### src/rtl/fetch_queue_pkg.sv
// Shared CPU constants and the fetch-queue entry layout.
package fetch_queue_pkg;

  localparam int unsigned FQ_DEPTH = 4;
  localparam int unsigned FQ_AW    = 2;

  localparam logic [31:0] RESET_PC = 32'h0000_3000;
  localparam logic [31:0] NOP      = 32'h0000_0000;
  localparam logic [31:0] PC_STEP  = 32'd4;

  // Entry layout: pc in [63:32], instruction in [31:0].
  typedef struct packed {
    logic [31:0] pc;
    logic [31:0] instr;
  } fq_entry_t;

endpackage

### src/rtl/fetch_queue_if.sv
// Fetch-side and decode-side valid/ready handshakes of the fetch queue.
interface fetch_queue_if #(
  parameter int unsigned AW = fetch_queue_pkg::FQ_AW
) ();

  logic          in_valid;
  logic          in_ready;
  logic [31:0]   in_pc;
  logic [31:0]   in_instr;
  logic          out_valid;
  logic          out_ready;
  logic [31:0]   out_pc;
  logic [31:0]   out_pc_plus;
  logic [31:0]   out_instr;
  logic [AW:0]   count;

  modport master (
    output in_valid, in_pc, in_instr, out_ready,
    input  in_ready, out_valid, out_pc, out_pc_plus, out_instr, count
  );

  modport slave (
    input  in_valid, in_pc, in_instr, out_ready,
    output in_ready, out_valid, out_pc, out_pc_plus, out_instr, count
  );

endinterface

### src/rtl/fq_storage.sv
// Entry array: synchronous write port, asynchronous read port, cleared on reset.
module fq_storage
  import fetch_queue_pkg::*;
#(
  parameter int unsigned DEPTH = FQ_DEPTH,
  parameter int unsigned AW    = FQ_AW
) (
  input  logic            clk,
  input  logic            rst_n,
  input  logic            we,
  input  logic [AW-1:0]   waddr,
  input  fq_entry_t       wdata,
  input  logic [AW-1:0]   raddr,
  output fq_entry_t       rdata
);

  fq_entry_t mem [DEPTH];

  always_ff @(posedge clk or negedge rst_n) begin
    if (!rst_n) begin
      for (int i = 0; i < int'(DEPTH); i++) begin
        mem[i] <= '0;
      end
    end else if (we) begin
      mem[waddr] <= wdata;
    end
  end

  assign rdata = mem[raddr];

endmodule

### src/rtl/fetch_queue.sv
// Circular instruction queue between fetch and decode with flush on redirect.
module fetch_queue
  import fetch_queue_pkg::*;
#(
  parameter int unsigned DEPTH = FQ_DEPTH,
  parameter int unsigned AW    = FQ_AW
) (
  input  logic           clk,
  input  logic           rst_n,
  input  logic           flush,
  fetch_queue_if.slave   bus
);

  logic [AW-1:0] head_q;
  logic [AW-1:0] tail_q;
  logic [AW:0]   count_q;
  logic [AW:0]   count_d;
  logic          full;
  logic          empty;
  logic          push;
  logic          pop;
  fq_entry_t     wdata;
  fq_entry_t     rdata;

  assign full  = (count_q == (AW+1)'(DEPTH));
  assign empty = (count_q == '0);

  // Flush forces both handshakes low, so nothing transfers in a flush cycle.
  assign bus.in_ready  = !full && !flush;
  assign bus.out_valid = !empty && !flush;
  assign push          = bus.in_valid && bus.in_ready;
  assign pop           = bus.out_valid && bus.out_ready;

  assign wdata = '{pc: bus.in_pc, instr: bus.in_instr};

  fq_storage #(
    .DEPTH (DEPTH),
    .AW    (AW)
  ) u_storage (
    .clk   (clk),
    .rst_n (rst_n),
    .we    (push),
    .waddr (tail_q),
    .wdata (wdata),
    .raddr (head_q),
    .rdata (rdata)
  );

  assign bus.out_pc      = rdata.pc;
  assign bus.out_instr   = rdata.instr;
  assign bus.out_pc_plus = rdata.pc + PC_STEP;
  assign bus.count       = count_q;

  always_comb begin
    count_d = count_q;
    unique case ({push, pop})
      2'b10:   count_d = count_q + (AW+1)'(1);
      2'b01:   count_d = count_q - (AW+1)'(1);
      default: count_d = count_q;
    endcase
  end

  // Pointers wrap naturally at DEPTH since DEPTH == 2**AW.
  always_ff @(posedge clk or negedge rst_n) begin
    if (!rst_n) begin
      head_q  <= '0;
      tail_q  <= '0;
      count_q <= '0;
    end else if (flush) begin
      head_q  <= '0;
      tail_q  <= '0;
      count_q <= '0;
    end else begin
      if (push) tail_q <= tail_q + AW'(1);
      if (pop)  head_q <= head_q + AW'(1);
      count_q <= count_d;
    end
  end

endmodule

### src/flat_wrapper.sv
// flat-port wrapper written by rule: the top's interface ports become plain ports
module fetch_queue_flat import fetch_queue_pkg::*;
#(
  parameter int unsigned DEPTH = FQ_DEPTH,
  parameter int unsigned AW    = FQ_AW
)
  (clk, rst_n, flush, bus_in_valid, bus_in_pc, bus_in_instr, bus_out_ready, bus_in_ready, bus_out_valid, bus_out_pc, bus_out_pc_plus, bus_out_instr, bus_count);
  fetch_queue_if #(.AW(AW)) bus_i ();
  input  logic clk;
  input  logic rst_n;
  input  logic flush;
  input wire logic [$bits(bus_i.in_valid)-1:0] bus_in_valid;
  input wire logic [$bits(bus_i.in_pc)-1:0] bus_in_pc;
  input wire logic [$bits(bus_i.in_instr)-1:0] bus_in_instr;
  input wire logic [$bits(bus_i.out_ready)-1:0] bus_out_ready;
  output wire logic [$bits(bus_i.in_ready)-1:0] bus_in_ready;
  output wire logic [$bits(bus_i.out_valid)-1:0] bus_out_valid;
  output wire logic [$bits(bus_i.out_pc)-1:0] bus_out_pc;
  output wire logic [$bits(bus_i.out_pc_plus)-1:0] bus_out_pc_plus;
  output wire logic [$bits(bus_i.out_instr)-1:0] bus_out_instr;
  output wire logic [$bits(bus_i.count)-1:0] bus_count;
  assign bus_i.in_valid = bus_in_valid;
  assign bus_i.in_pc = bus_in_pc;
  assign bus_i.in_instr = bus_in_instr;
  assign bus_i.out_ready = bus_out_ready;
  assign bus_in_ready = bus_i.in_ready;
  assign bus_out_valid = bus_i.out_valid;
  assign bus_out_pc = bus_i.out_pc;
  assign bus_out_pc_plus = bus_i.out_pc_plus;
  assign bus_out_instr = bus_i.out_instr;
  assign bus_count = bus_i.count;
  fetch_queue #(.DEPTH(DEPTH), .AW(AW)) u_core (.clk(clk), .rst_n(rst_n), .flush(flush), .bus(bus_i));
endmodule
### config.mk
export PLATFORM = sky130hd
export DESIGN_NAME = fetch_queue_flat
export DESIGN_NICKNAME = d
export VERILOG_FILES = /design/src/rtl/fetch_queue_pkg.sv /design/src/rtl/fetch_queue_if.sv /design/src/rtl/fq_storage.sv /design/src/rtl/fetch_queue.sv /design/src/flat_wrapper.sv
export SDC_FILE = /design/constraint.sdc
export NUM_CORES = 1
export LEC_CHECK = 0
export ABC_CLOCK_PERIOD_IN_PS = 3000
export BUFFER_PORTS_ARGS = -buffer_cell sky130_fd_sc_hd__buf_2
export CAP_MARGIN = 25
export CORE_ASPECT_RATIO = 0.9
export CORE_UTILIZATION = 55
export DETAILED_ROUTE_END_ITERATION = 10
export PLACE_DENSITY = 0.77
export SETUP_SLACK_MARGIN = 0.3
export SLEW_MARGIN = 25
export SYNTH_ARGS = -nofsm -noshare
export SYNTH_HDL_FRONTEND = slang
export SYNTH_SLANG_ARGS = --single-unit
### constraint.sdc
create_clock -name clk -period 3 [get_ports clk]
set_input_delay 0.45 -clock clk [delete_from_list [all_inputs] [get_ports clk]]
set_output_delay 0.45 -clock clk [all_outputs]
set_load 0.01 [all_outputs]
---- After elaboration in Yosys (flattened, before gate mapping) ----
Cells that the tools add are included.
storage, ports and cells
  memory bits (writable) .................. 0
  bits in latches ......................... 0
  output and inout port bits .............. 101
  memory bits (read-only) ................. 0
  register bits after elaboration ......... 263
  memories ................................ 0
cells by class
  muxes and demuxes ....................... 12
  reductions and logical operators ........ 12
  div/mod/pow operators ................... 0
  equality and inequality tests ........... 3
  shift operators ......................... 0
  add/subtract/negate cells ............... 5
  $mul .................................... 0
  bitwise logic cells ..................... 2
  $lt $le $gt $ge ......................... 3
operator list
  cell                     number
  $bwmux W256              1
  $mux W64                 3
  $bmux W64 S2             1
  $demux W64 S2            1
  $add A32 B3 Y32 const B  1
  $mux W2                  4
  $ge A3 B3 Y1 const B     2
  $not A2 Y3               2
  $pmux W3 S2              1
  $logic_and A1 B1 Y1      5
  $add A2 B1 Y2 const B    2
  $reduce_bool A2 Y1       2
  $add A3 B1 Y3 const B    1
  $eq A3 B3 Y1 const B     1
  $logic_not A1 Y1         3
  $logic_not A3 Y1         1
  $lt A3 B1 Y1 const B     1
  $mux W3                  1
  $reduce_bool A3 Y1       1
  $sub A3 B1 Y3 const B    1
  $eq A2 B1 Y1 const B     1
  $eq A2 B2 Y1 const B     1

---- Depth between registers and ports, before layout ----
Gate-level depths: netlist of run 1.
  depth in word-level cells ............... 7
  mapped depth ............................ 8
  gate-level depth less buffers ........... 8

---- By module ----
A second synthesis of run 1 with hierarchy kept.
unflattened totals
  cells, all modules ...................... 759
  area total of the unflattened synthesis .. 12235.5 um2
modules (own cells, without submodules)
  module       cells each  instances  area each (um2)  sequential area each (um2)
  fq_storage   621         1          11162.0          6406.1
  fetch_queue  138         1          1073.5           175.2

---- Worst setup path after synthesis of run 1 ----
No wires, ideal clock.
  kind .................................... reg2out
  start point ............................. register u_core.head_q[0]
  end point ............................... output port bus_out_pc_plus[0]
  buffers on the path ..................... 5
  cell stages (with the launch flop) ...... 7
  path slack .............................. 467 ps
  data arrival time ....................... 2083 ps
  cells stage by stage .................... dfrtp_1 buf_6 buf_6 buf_2 buf_2 mux4_2 buf_4
on the way
  longest elaborated chain between the ends .. 5
RTL lines
  item                                         RTL line            text
  start: declaration                           fetch_queue.sv:14   logic [AW-1:0] head_q;
  start signal: assignment                     fetch_queue.sv:75   if (pop) head_q <= head_q + AW'(1);
  $not A2 Y3 (not written as such)             fq_storage.sv:29    assign rdata = mem[raddr];
  $bmux W64 S2                                 fq_storage.sv:29
  $mux W64 (not written as such) (2 in a row)  fq_storage.sv:29
  via bus_out_pc[0]                            flat_wrapper.sv:18  output wire logic [$bits(bus_i.out_pc)-1:0] bus_out_pc;
  $add A32 B3 Y32                              fetch_queue.sv:51   assign bus.out_pc_plus = rdata.pc + PC_STEP;
  end: declaration                             flat_wrapper.sv:19  output wire logic [$bits(bus_i.out_pc_plus)-1:0] bus_out_pc_plus;
The timed path passes the listed nets, and every way through them passes these cells. The select of a mux whose other input is x is not followed.

---- Worst setup path after layout of run 1 ----
  start point ............................. register u_core.head_q[0]
  end point ............................... output port bus_out_pc_plus[31]
on the way
  longest elaborated chain between the ends .. 5
RTL lines
  item                                         RTL line
  $not A2 Y3 (not written as such)             fq_storage.sv:29
  $bmux W64 S2                                 fq_storage.sv:29
  $mux W64 (not written as such) (2 in a row)  fq_storage.sv:29
  $add A32 B3 Y32                              fetch_queue.sv:51
No other way between the ends. The select of a mux whose other input is x is not followed.

==> flow_summary.yaml, run 1 <==
outcome:
  outcome: "complete, but fails checks"
  failed_checks: "negative setup slack"
synth:
  synth-seq-area-share: 0.549
  synth_fp_nets: 821
  yosys_warnings: 0
  synth-seq-cells: 263
  synth_cell_type_count: 36
  number_of_standard_cells_after_synthesis: 746
  synth.avg_cell_area_um2: 16.1
  syn_area_mm2: 0.0120
pwr:
  netSwitchingFraction: 0.319
  worst_ir_drop_vdd_uv: 679
  power_leakage_nw: 6.76
  power_frac_clock: 0.206
  cellInternalPower_mw: 11.5
  power.share.sequential: 0.365
  combinationalPowerShare: 0.429
  netSwitchingPower_mw: 5.40
  power_density_normalized_to_cell_area_mw_per_mm2: 1150
place:
  detailed_place_hpwl_um: 16300
  finalWeightedCongestion: 0.796
  numPortBuffers: 169
  placedCellCount: 1188
die:
  rows: 50
  die_w_um: 158
  die_h_um: 142
  ios: 170
  initial_utilization: 0.569
  fp.coreArea_mm2: 0.0211
  die_area_mm2: 0.0224
grt:
  grt.total_usage: 0.241
  grt_first_pass_wirelength_um: 41800
  antenna_found_initial: 2
  number_of_global_route_vias_before_repair: 7635
  grt_remaining_overflow: 0
  grt_start_max_net_pins: 87
clock_tree:
  cts_num_sinks: 263
  clock-root-buffer: "sky130_fd_sc_hd__clkbuf_16"
  clock_tree_from_tritoncts: "yes"
  clock_transition_time_at_the_flip_flop_clock_pins_of_the_worst_setup_and_hold_paths_ns: 0.06
  tritoncts.num_buffers: 27
  worstSkewPairLatency_ns: 0.53
  ctsHtreeMaxLevel: 1
  cts_buffer_depth: 3
route:
  routed_wire_length_per_instance_um: 20.4
  firstDrtPassIters: 4
  total_wire_length_after_detailed_routing_um: 25900
  avgViaCountPerCell: 5.72
  drcViolationCount: 0
  route.antenna.remaining_nets: 0
  vias: 7268
  drt-initial-drc-count: 389
worst_setup_path:
  timing.critical_path.to_type: "output port"
  cp_data_required_time_ns: 2.55
  crit_path_dat_ns: 2.83
  critical_path.startpoint_type: "flop"
  critical_path.max_fanout: 11
  critical_path_class: "reg -> out"
  worst_r2r_path_depth: 8
cells_and_area:
  filler_cell_count: 1420
  finish.net_count: 1036
  post_layout_nonfiller_instances: 1270
  multi_input_comb_area_mm2: 0.00527
  fin_util: 0.699
  drive_gt1_frac: 0.631
  areaGrowthSynthToFinish_pct: 23.0
  area.sequential_mm2: 0.00659
timing:
  timing.final.crit_share: 1.09
  finClkSkew_ns: 0.0209
  total_count_of_max_transition_violations_in_the_final_report: 0
  report.final.hold_viol_count: 0
  finalWorstPathRequiredPeriod_ns: 3.28
  timing.fmax_mhz: 305
  setup_violating_endpoint_count_in_the_final_report: 23
  timing.hold.ws_ns: 0.193
  worst_pin_slew_ns: 0.663
  rsz0062_at_grt: "true"
  final_critical_path_setup_slack_ns: -0.276
  relSlewSlack: 0.558
run:
  max_cap_violations: 0
min_path:
  worst_hold_path.num_cells: 2
  hp-class: "in -> reg"
[layout make-up]
class	instances	share of cell area
clock inverter	14	0.0120
clock buffer	36	0.0515
inverter	7	0.00178
sequential	263	0.447
tap	286	0.0243
timing repair buffer	228	0.106
antenna	2	0.000339
multi-input combinational	434	0.357
[cell usage after synthesis (all sizes together)]
master	instances	area share
a21oi	1	0.00042
a22oi	1	0.00063
and2	1	0.00052
and2b	1	0.00063
and3	5	0.0026
and4	1	0.00073
buf	39	0.018
clkbuf	3	0.00094
dfrtp	263	0.55
fa	1	0.0017
ha	5	0.0052
inv	7	0.0022
mux2	257	0.24
mux2i	1	0.00083
mux4	64	0.12
nand2	15	0.0047
nand3	9	0.0038
nand4	12	0.0075
nor2	14	0.0046
nor3	3	0.0017
nor3b	1	0.00063
nor4	3	0.0041
nor4bb	1	0.00083
o2bb2ai	1	0.00073
o31a	2	0.0015
o31ai	1	0.00063
or2	2	0.0010
xnor2	25	0.018
xor2	7	0.0051
[state kept, by name, summed over array words and instances (netlist names)]
register,count
u_core.bus.count,3
u_core.head_q,2
u_core.tail_q,2
u_core.u_storage.mem,256
[cell usage in the layout (no fill, tap or decap), drive strengths merged, types with 3 or more instances in the layout]
cell    synthesis  final
xnor2          25     25
mux4           64     64
buf            39    226
nor4            3      3
nand4          12     12
nand3           9      9
nor2           14     14
dfrtp         263    263
xor2            7      7
bufinv          0      4
inv             7      8
and3            5      5
nand2          15     15
clkbuf          3     36
clkinv          0      9
ha              5      5
mux2          257    257
nor3            3      3
[metrics by stage]
stage	worst slack, ns	total power, mW	TNS (ns)	instance area, µm²
after global routing	-0.408	17.9	-7.32	14700
after CTS	-0.318	16.7	-5.71	14500
after floorplan	0.467	10.6	0	12000
after global placement	0.0105	12.6	0	13300
final	-0.276	16.9	-4.84	14700
after detailed placement	0.0240	12.8	0	13300
[worst paths after layout]
kind | start | to | slack (ns)
worst max-delay path | u_core.head_q[0] | bus_out_pc_plus[31] | -0.28
worst min-delay path | bus_in_instr[22] | u_core.u_storage.mem[22] | 0.19
worst max register to register | u_core.bus.count[2] | u_core.bus.count[2] | 0.68
worst min register to register | u_core.u_storage.mem[70] | u_core.u_storage.mem[70] | 0.50
max in group asynchronous | rst_n | u_core.u_storage.mem[243] | 1.57
min in group asynchronous | rst_n | u_core.u_storage.mem[199] | 0.54
[critical path: stages (launching register included)]
cell and delay, ns:
sky130_fd_sc_hd__dfrtp_4 0.52, sky130_fd_sc_hd__buf_6 0.19, sky130_fd_sc_hd__buf_4 0.17, sky130_fd_sc_hd__mux4_2 0.37, sky130_fd_sc_hd__and3_1 0.21, sky130_fd_sc_hd__nor4bb_4 0.27
sky130_fd_sc_hd__nand4_1 0.19, sky130_fd_sc_hd__xnor2_1 0.21, sky130_fd_sc_hd__buf_2 0.16
[logic make-up (layout without fill, tap and decap cells)]
group                    count (synthesis)  in the layout  synth area share
AO/OA/AOI/OAI                            6              6           0.00386
XOR/XNOR                                32             32            0.0234
adder cells (fa/ha/maj)                  6              6           0.00689
buffers and inverters                   49            285            0.0214
flip-flops                             263            263             0.549
multiplexers                           322            322             0.362
other                                    0              2                 0
AND/OR/NAND/NOR                         68             68            0.0333
[layer usage]
| metal | up-vias | wire [µm] | global-route usage |
|---|---|---|---|
| li1 | 3215 | - | - |
| met1 | 3824 | 11400 | 0.337 |
| met2 | 192 | 12600 | 0.393 |
| met3 | 35 | 1440 | 0.0457 |
| met4 | 2 | 438 | 0.0557 |
| met5 | - | 8 | 0 |
[power groups by stage]
stage	clock (mW)	combinational, mW	sequential [mW]
after floorplan	0	4.71	5.88
after global placement	0	6.42	6.17
after detailed placement	0	6.56	6.26
after CTS	3.56	7.03	6.16
after global routing	3.70	7.80	6.39
final	3.49	7.25	6.18
[timing repair]
action / 4_1_cts / 5_1_grt
pin swaps: 14 / 20
endpoints found under the hold margin: 81 / 0
setup endpoints to repair: 70 / 43
gates cloned: 1 / 0
setup buffers: 14 / 14
resized for setup: 19 / 20
hold buffers: 1 / 0
(Power assumes the default switching activity.)
==> inputs of run 2 (changes only) <==
Settings changed: ABC_CLOCK_PERIOD_IN_PS 3000 to 4250, HOLD_SLACK_MARGIN from default to 0.12.
Clock period 3 ns to 4.25 ns, I/O delays scaled along.
==> run 2 against run 1 <==
  * The flow now finishes without violations
  * Count of clock-buffer cells in the layout did not move
  * Register-to-register slack improved by 0.83 ns
  * Global-route usage fell by 1.2 points
  * Core utilization fell by 3.2 points
  * Die area did not move
  * Clock power fell by 32%
  * Clock skew fell by 0.0019 ns
  * Power fell by 33%
  * Sequential power fell by 29%
  * Final cell count fell by 3.9%
  * Flip-flop and latch count did not move
  * Design area fell by 4.5%
==> flow_summary.yaml, run 2 (same netlist as run 1, synthesis figures left out) <==
cells_and_area:
  multi_input_comb_area_mm2: 0.00518
  areaGrowthSynthToFinish_pct: 17.4
  finish.net_count: 992
  drive_gt1_frac: 0.598
  area.sequential_mm2: 0.00659
  largest_register_ff_count: 256
  fin_util: 0.668
  final_cell_mix: "sky130_fd_sc_hd__dfrtp_1, sky130_fd_sc_hd__mux2_2, sky130_fd_sc_hd__buf_2"
  filler_cell_count: 1505
  most_frequent_standard_cell_in_the_layout_excluding_fill_and_tap_cells: "sky130_fd_sc_hd__dfrtp_1"
  regMostFlops: "u_core.u_storage.mem"
  post_layout_nonfiller_instances: 1221
timing:
  worst_pin_slew_ns: 1.03
  total_count_of_max_transition_violations_in_the_final_report: 0
  final.setup.tns_ns: 0
  rsz0062_at_grt: "false"
  finalWorstPathRequiredPeriod_ns: 3.71
  report.final.hold_viol_count: 0
  final_critical_path_setup_slack_ns: 0.537
  setup_violating_endpoint_count_in_the_final_report: 0
  finClkSkew_ns: 0.0190
  timing.final.crit_share: 0.874
  timing.fmax_mhz: 269
  relSlewSlack: 0.313
clock_tree:
  cts_buffer_depth: 3
  clock_transition_time_at_the_flip_flop_clock_pins_of_the_worst_setup_and_hold_paths_ns: 0.07
  clock_tree_from_tritoncts: "yes"
  cts_num_sinks: 263
  tritoncts.num_buffers: 26
  ctsHtreeMaxLevel: 1
  worstSkewPairLatency_ns: 0.53
  clock-root-buffer: "sky130_fd_sc_hd__clkbuf_16"
route:
  firstDrtPassIters: 4
  vias: 7013
  routed_wire_length_per_instance_um: 20.3
  avgViaCountPerCell: 5.74
  drt-initial-drc-count: 405
  route.antenna.remaining_nets: 0
  drcViolationCount: 0
  total_wire_length_after_detailed_routing_um: 24800
outcome:
  outcome: "finished clean"
place:
  detailed_place_hpwl_um: 15300
  numPortBuffers: 169
  finalWeightedCongestion: 0.786
  detailedPlace.worstSlack_ns: 0.939
  placedCellCount: 1172
grt:
  grt_remaining_overflow: 0
  grt_first_pass_wirelength_um: 39800
  grt.total_usage: 0.230
  grt_start_max_net_pins: 130
  number_of_global_route_vias_before_repair: 7306
  antenna_found_initial: 2
pwr:
  power_leakage_nw: 6.40
  worst_ir_drop_vdd_uv: 489
  power.share.sequential: 0.390
  power_density_normalized_to_cell_area_mw_per_mm2: 802
  netSwitchingPower_mw: 3.62
  combinationalPowerShare: 0.402
  cellInternalPower_mw: 7.67
  power_frac_clock: 0.209
  netSwitchingFraction: 0.320
die:
  rows: 50
  ios: 170
  die_w_um: 158
  fp.coreArea_mm2: 0.0211
  die_area_mm2: 0.0224
  initial_utilization: 0.569
  die_h_um: 142
worst_setup_path:
  critical_path_class: "reg -> out"
  cp_data_required_time_ns: 3.61
  critical_path.max_fanout: 18
  critical_path.startpoint_type: "flop"
  timing.critical_path.to_type: "output port"
  timing.reg2reg.setup_slack_ns: 1.51
  crit_path_dat_ns: 3.08
run:
  max_cap_violations: 0
min_path:
  hp-class: "in -> reg"
-- run 2: cell count changes in the layout (fill, tap and decap cells not counted), sizes merged --
cell | previous run | this run
bufbuf | 1 | 0
clkinvlp | 0 | 2
bufinv | 4 | 3
buf | 226 | 184
clkinv | 9 | 2
-- run 2: cell type report --
class,count,area share
timing repair buffer,185,0.0736
sequential,263,0.468
tap,286,0.0254
clock inverter,8,0.00880
antenna,2,0.000355
multi-input combinational,434,0.368
inverter,7,0.00187
clock buffer,36,0.0539
-- run 2: stage by stage --
step | power [mW] | hold slack, ns | area, µm²
after floorplan | 7.48 | 0.342 | 12000
after global placement | 8.81 | 0.481 | 13100
after detailed placement | 8.96 | 0.487 | 13100
after CTS | 11.4 | 0.292 | 14000
after global routing | 12.0 | 0.378 | 14100
final | 11.3 | 0.384 | 14100
-- run 2: path summary, 6_finish.rpt --
kind | endpoint | startpoint | cells after the start
setup / recovery | bus_out_pc_plus[31] | u_core.head_q[1] | 7
hold / removal | u_core.u_storage.mem[205] | bus_in_instr[13] | 2
setup reg to reg | u_core.u_storage.mem[234] | u_core.bus.count[0] | 6
hold reg to reg | u_core.u_storage.mem[56] | u_core.u_storage.mem[56] | 1
max in group asynchronous | u_core.u_storage.mem[180] | rst_n | 4
min in group asynchronous | u_core.u_storage.mem[71] | rst_n | 2
-- run 2: repair_timing --
action,4_1_cts,5_1_grt
hold buffers,0,1
setup buffers,0,1
endpoints found under the hold margin,0,35
resized for setup,0,1
endpoints found under the setup margin,0,18
-- run 2: metal layers --
layer  global-route usage  vias to the layer above  part of all wire
met3               0.0463                       24             0.058
met2                0.377                      177              0.48
met4               0.0480                        0             0.015
li1                     -                     3134                 -
met1                0.319                     3678              0.45
met5                    0                        -                 0
-- run 2: worst max-delay path: stages, from the launching register on --
cell                       delay [ns]
sky130_fd_sc_hd__dfrtp_4         0.62
sky130_fd_sc_hd__buf_4           0.32
sky130_fd_sc_hd__mux4_2          0.29
sky130_fd_sc_hd__and4_1          0.31
sky130_fd_sc_hd__nor4bb_1        0.43
sky130_fd_sc_hd__nand4_1         0.18
sky130_fd_sc_hd__xnor2_1         0.25
sky130_fd_sc_hd__buf_2           0.18
-- run 2: power by group through the flow --
stage | registers (mW) | logic (mW) | clock network, mW
after global routing | 4.55 | 4.91 | 2.51
final | 4.40 | 4.53 | 2.36
after detailed placement | 4.46 | 4.50 | 0
after global placement | 4.41 | 4.41 | 0
after floorplan | 4.15 | 3.33 | 0
after CTS | 4.43 | 4.52 | 2.41
==> inputs of run 3 (changes only) <==
Settings changed: REMOVE_ABC_BUFFERS from default to 1.
==> run 3 against run 2 <==
  * Combinational power is 0.9% lower
  * Non-clock buffer count is 4 lower
  * Wire length is 3.6% lower
  * Setup slack worse by 0.019 ns
  * First-iteration DRC count is 15% lower
  * Highest routed layer is now met5
  * Global-route usage is 0.62 points lower
  * Critical path depth stayed put
  * Final cell count is 0.25% higher
  * Die area stayed put
  * Design area hardly changed
  * Maximum frequency is 0.50% lower
==> flow_summary.yaml, run 3 (same netlist as run 1, synthesis figures left out) <==
timing:
  finClkSkew_ns: 0.0162
  setup_violating_endpoint_count_in_the_final_report: 0
  final_critical_path_setup_slack_ns: 0.518
  rsz0062_at_grt: "false"
  report.final.hold_viol_count: 0
  timing.final.crit_share: 0.878
  timing.fmax_mhz: 268
  total_count_of_max_transition_violations_in_the_final_report: 0
  final.setup.tns_ns: 0
  finalWorstPathRequiredPeriod_ns: 3.73
  relSlewSlack: 0.405
  worst_pin_slew_ns: 0.888
  timing.hold.ws_ns: 0.154
route:
  avgViaCountPerCell: 5.75
  total_wire_length_after_detailed_routing_um: 23900
  vias: 7040
  route.antenna.remaining_nets: 0
  drcViolationCount: 0
  routed_wire_length_per_instance_um: 19.5
  drt-initial-drc-count: 343
  firstDrtPassIters: 5
die:
  ios: 170
  initial_utilization: 0.569
  fp.coreArea_mm2: 0.0211
  die_h_um: 142
  die_area_mm2: 0.0224
  die_w_um: 158
  rows: 50
worst_setup_path:
  regToRegStartpoint: "u_core.bus.count[2]"
  critical_path.startpoint_type: "flop"
  cp-startpoint: "u_core.head_q[1]"
  timing.reg2reg.setup_slack_ns: 1.61
  r2r_end: "u_core.u_storage.mem[121]"
  critical_path_class: "reg -> out"
  cp_data_required_time_ns: 3.61
  crit_path_dat_ns: 3.09
  timing.critical_path.to_type: "output port"
  worst_r2r_path_depth: 5
  critical_path.max_fanout: 23
pwr:
  combinationalPowerShare: 0.399
  power.share.sequential: 0.390
  power_leakage_nw: 6.41
  netSwitchingFraction: 0.318
  netSwitchingPower_mw: 3.58
  power_frac_clock: 0.211
  worst_ir_drop_vdd_uv: 500
  cellInternalPower_mw: 7.67
  power_density_normalized_to_cell_area_mw_per_mm2: 799
cells_and_area:
  area.sequential_mm2: 0.00659
  finish.net_count: 989
  post_layout_nonfiller_instances: 1224
  final_cell_mix: "sky130_fd_sc_hd__dfrtp_1, sky130_fd_sc_hd__mux2_2, sky130_fd_sc_hd__buf_2"
  drive_gt1_frac: 0.594
  fin_util: 0.668
  multi_input_comb_area_mm2: 0.00518
  most_frequent_standard_cell_in_the_layout_excluding_fill_and_tap_cells: "sky130_fd_sc_hd__dfrtp_1"
  areaGrowthSynthToFinish_pct: 17.4
  regMostFlops: "u_core.u_storage.mem"
  largest_register_ff_count: 256
  filler_cell_count: 1511
clock_tree:
  cts_buffer_depth: 3
  cts_num_sinks: 263
  clock_tree_from_tritoncts: "yes"
  clock_transition_time_at_the_flip_flop_clock_pins_of_the_worst_setup_and_hold_paths_ns: 0.06
  worstSkewPairLatency_ns: 0.53
  ctsHtreeMaxLevel: 1
  clock-root-buffer: "sky130_fd_sc_hd__clkbuf_16"
  tritoncts.num_buffers: 27
grt:
  grt_first_pass_wirelength_um: 39000
  grt.total_usage: 0.223
  antenna_found_initial: 4
  grt_start_max_net_pins: 113
  number_of_global_route_vias_before_repair: 7418
  grt_remaining_overflow: 0
place:
  detailedPlace.worstSlack_ns: 0.836
  detailed_place_hpwl_um: 15100
  placedCellCount: 1170
  finalWeightedCongestion: 0.769
  numPortBuffers: 169
outcome:
  outcome: "finished clean"
run:
  max_cap_violations: 0
min_path:
  hp-class: "in -> async"
[run 3: worst max-delay path by stage]
stage               slack (ns)                  end
global route              0.30  bus_out_pc_plus[17]
global placement          0.86  bus_out_pc_plus[25]
CTS                       0.38  bus_out_pc_plus[25]
floorplan                -0.68  bus_out_pc_plus[25]
detailed placement        0.84  bus_out_pc_plus[25]
finish                    0.52  bus_out_pc_plus[18]
[run 3: power groups by stage]
| stage | Combinational, mW | Sequential, mW | Clock (mW) |
|---|---|---|---|
| after floorplan | 3.14 | 4.30 | 0 |
| after global placement | 4.37 | 4.39 | 0 |
| after detailed placement | 4.48 | 4.44 | 0 |
| after CTS | 4.50 | 4.41 | 2.43 |
| after global routing | 4.91 | 4.54 | 2.53 |
| final | 4.49 | 4.39 | 2.37 |
[run 3: cell type report]
class / instances / share of cell area
Clock inverter: 9 / 0.00906
Timing Repair Buffer: 181 / 0.0727
Inverter: 7 / 0.00187
Tap cell: 286 / 0.0254
Multi-Input combinational cell: 434 / 0.368
Sequential cell: 263 / 0.468
Antenna cell: 4 / 0.000711
Clock buffer: 40 / 0.0543
[run 3: routing by layer]
metal | wire (µm) | up-vias | global-route usage
met5 | 23 | - | 0
met2 | 11300 | 190 | 0.355
met3 | 1600 | 32 | 0.0569
li1 | - | 3129 | -
met1 | 10700 | 3685 | 0.314
met4 | 331 | 4 | 0.0450
[run 3: timing repair]
| item | in CTS | in global routing |
|---|---|---|
| buffers inserted | 0 | 1 |
| hold buffers | 0 | 0 |
| endpoints found under the setup margin | 8 | 9 |
| gates resized for setup | 1 | 1 |
| cloned | 0 | 0 |
| pin swaps | 0 | 0 |
[run 3: worst max-delay path, stage by stage, from the launching register on]
cell and delay, ns:
sky130_fd_sc_hd__dfrtp_2 0.75, sky130_fd_sc_hd__mux4_2 0.37, sky130_fd_sc_hd__ha_1 0.23, sky130_fd_sc_hd__nand4_1 0.22, sky130_fd_sc_hd__nor4_4 0.48, sky130_fd_sc_hd__nand4_1 0.19
sky130_fd_sc_hd__xnor2_1 0.18, sky130_fd_sc_hd__buf_2 0.15
[run 3: stage by stage]
stage | power (mW) | instance area, µm²
floorplan | 7.44 | 11800
global placement | 8.76 | 13200
detailed placement | 8.91 | 13200
CTS | 11.3 | 14100
global route | 12.0 | 14100
finish | 11.2 | 14100
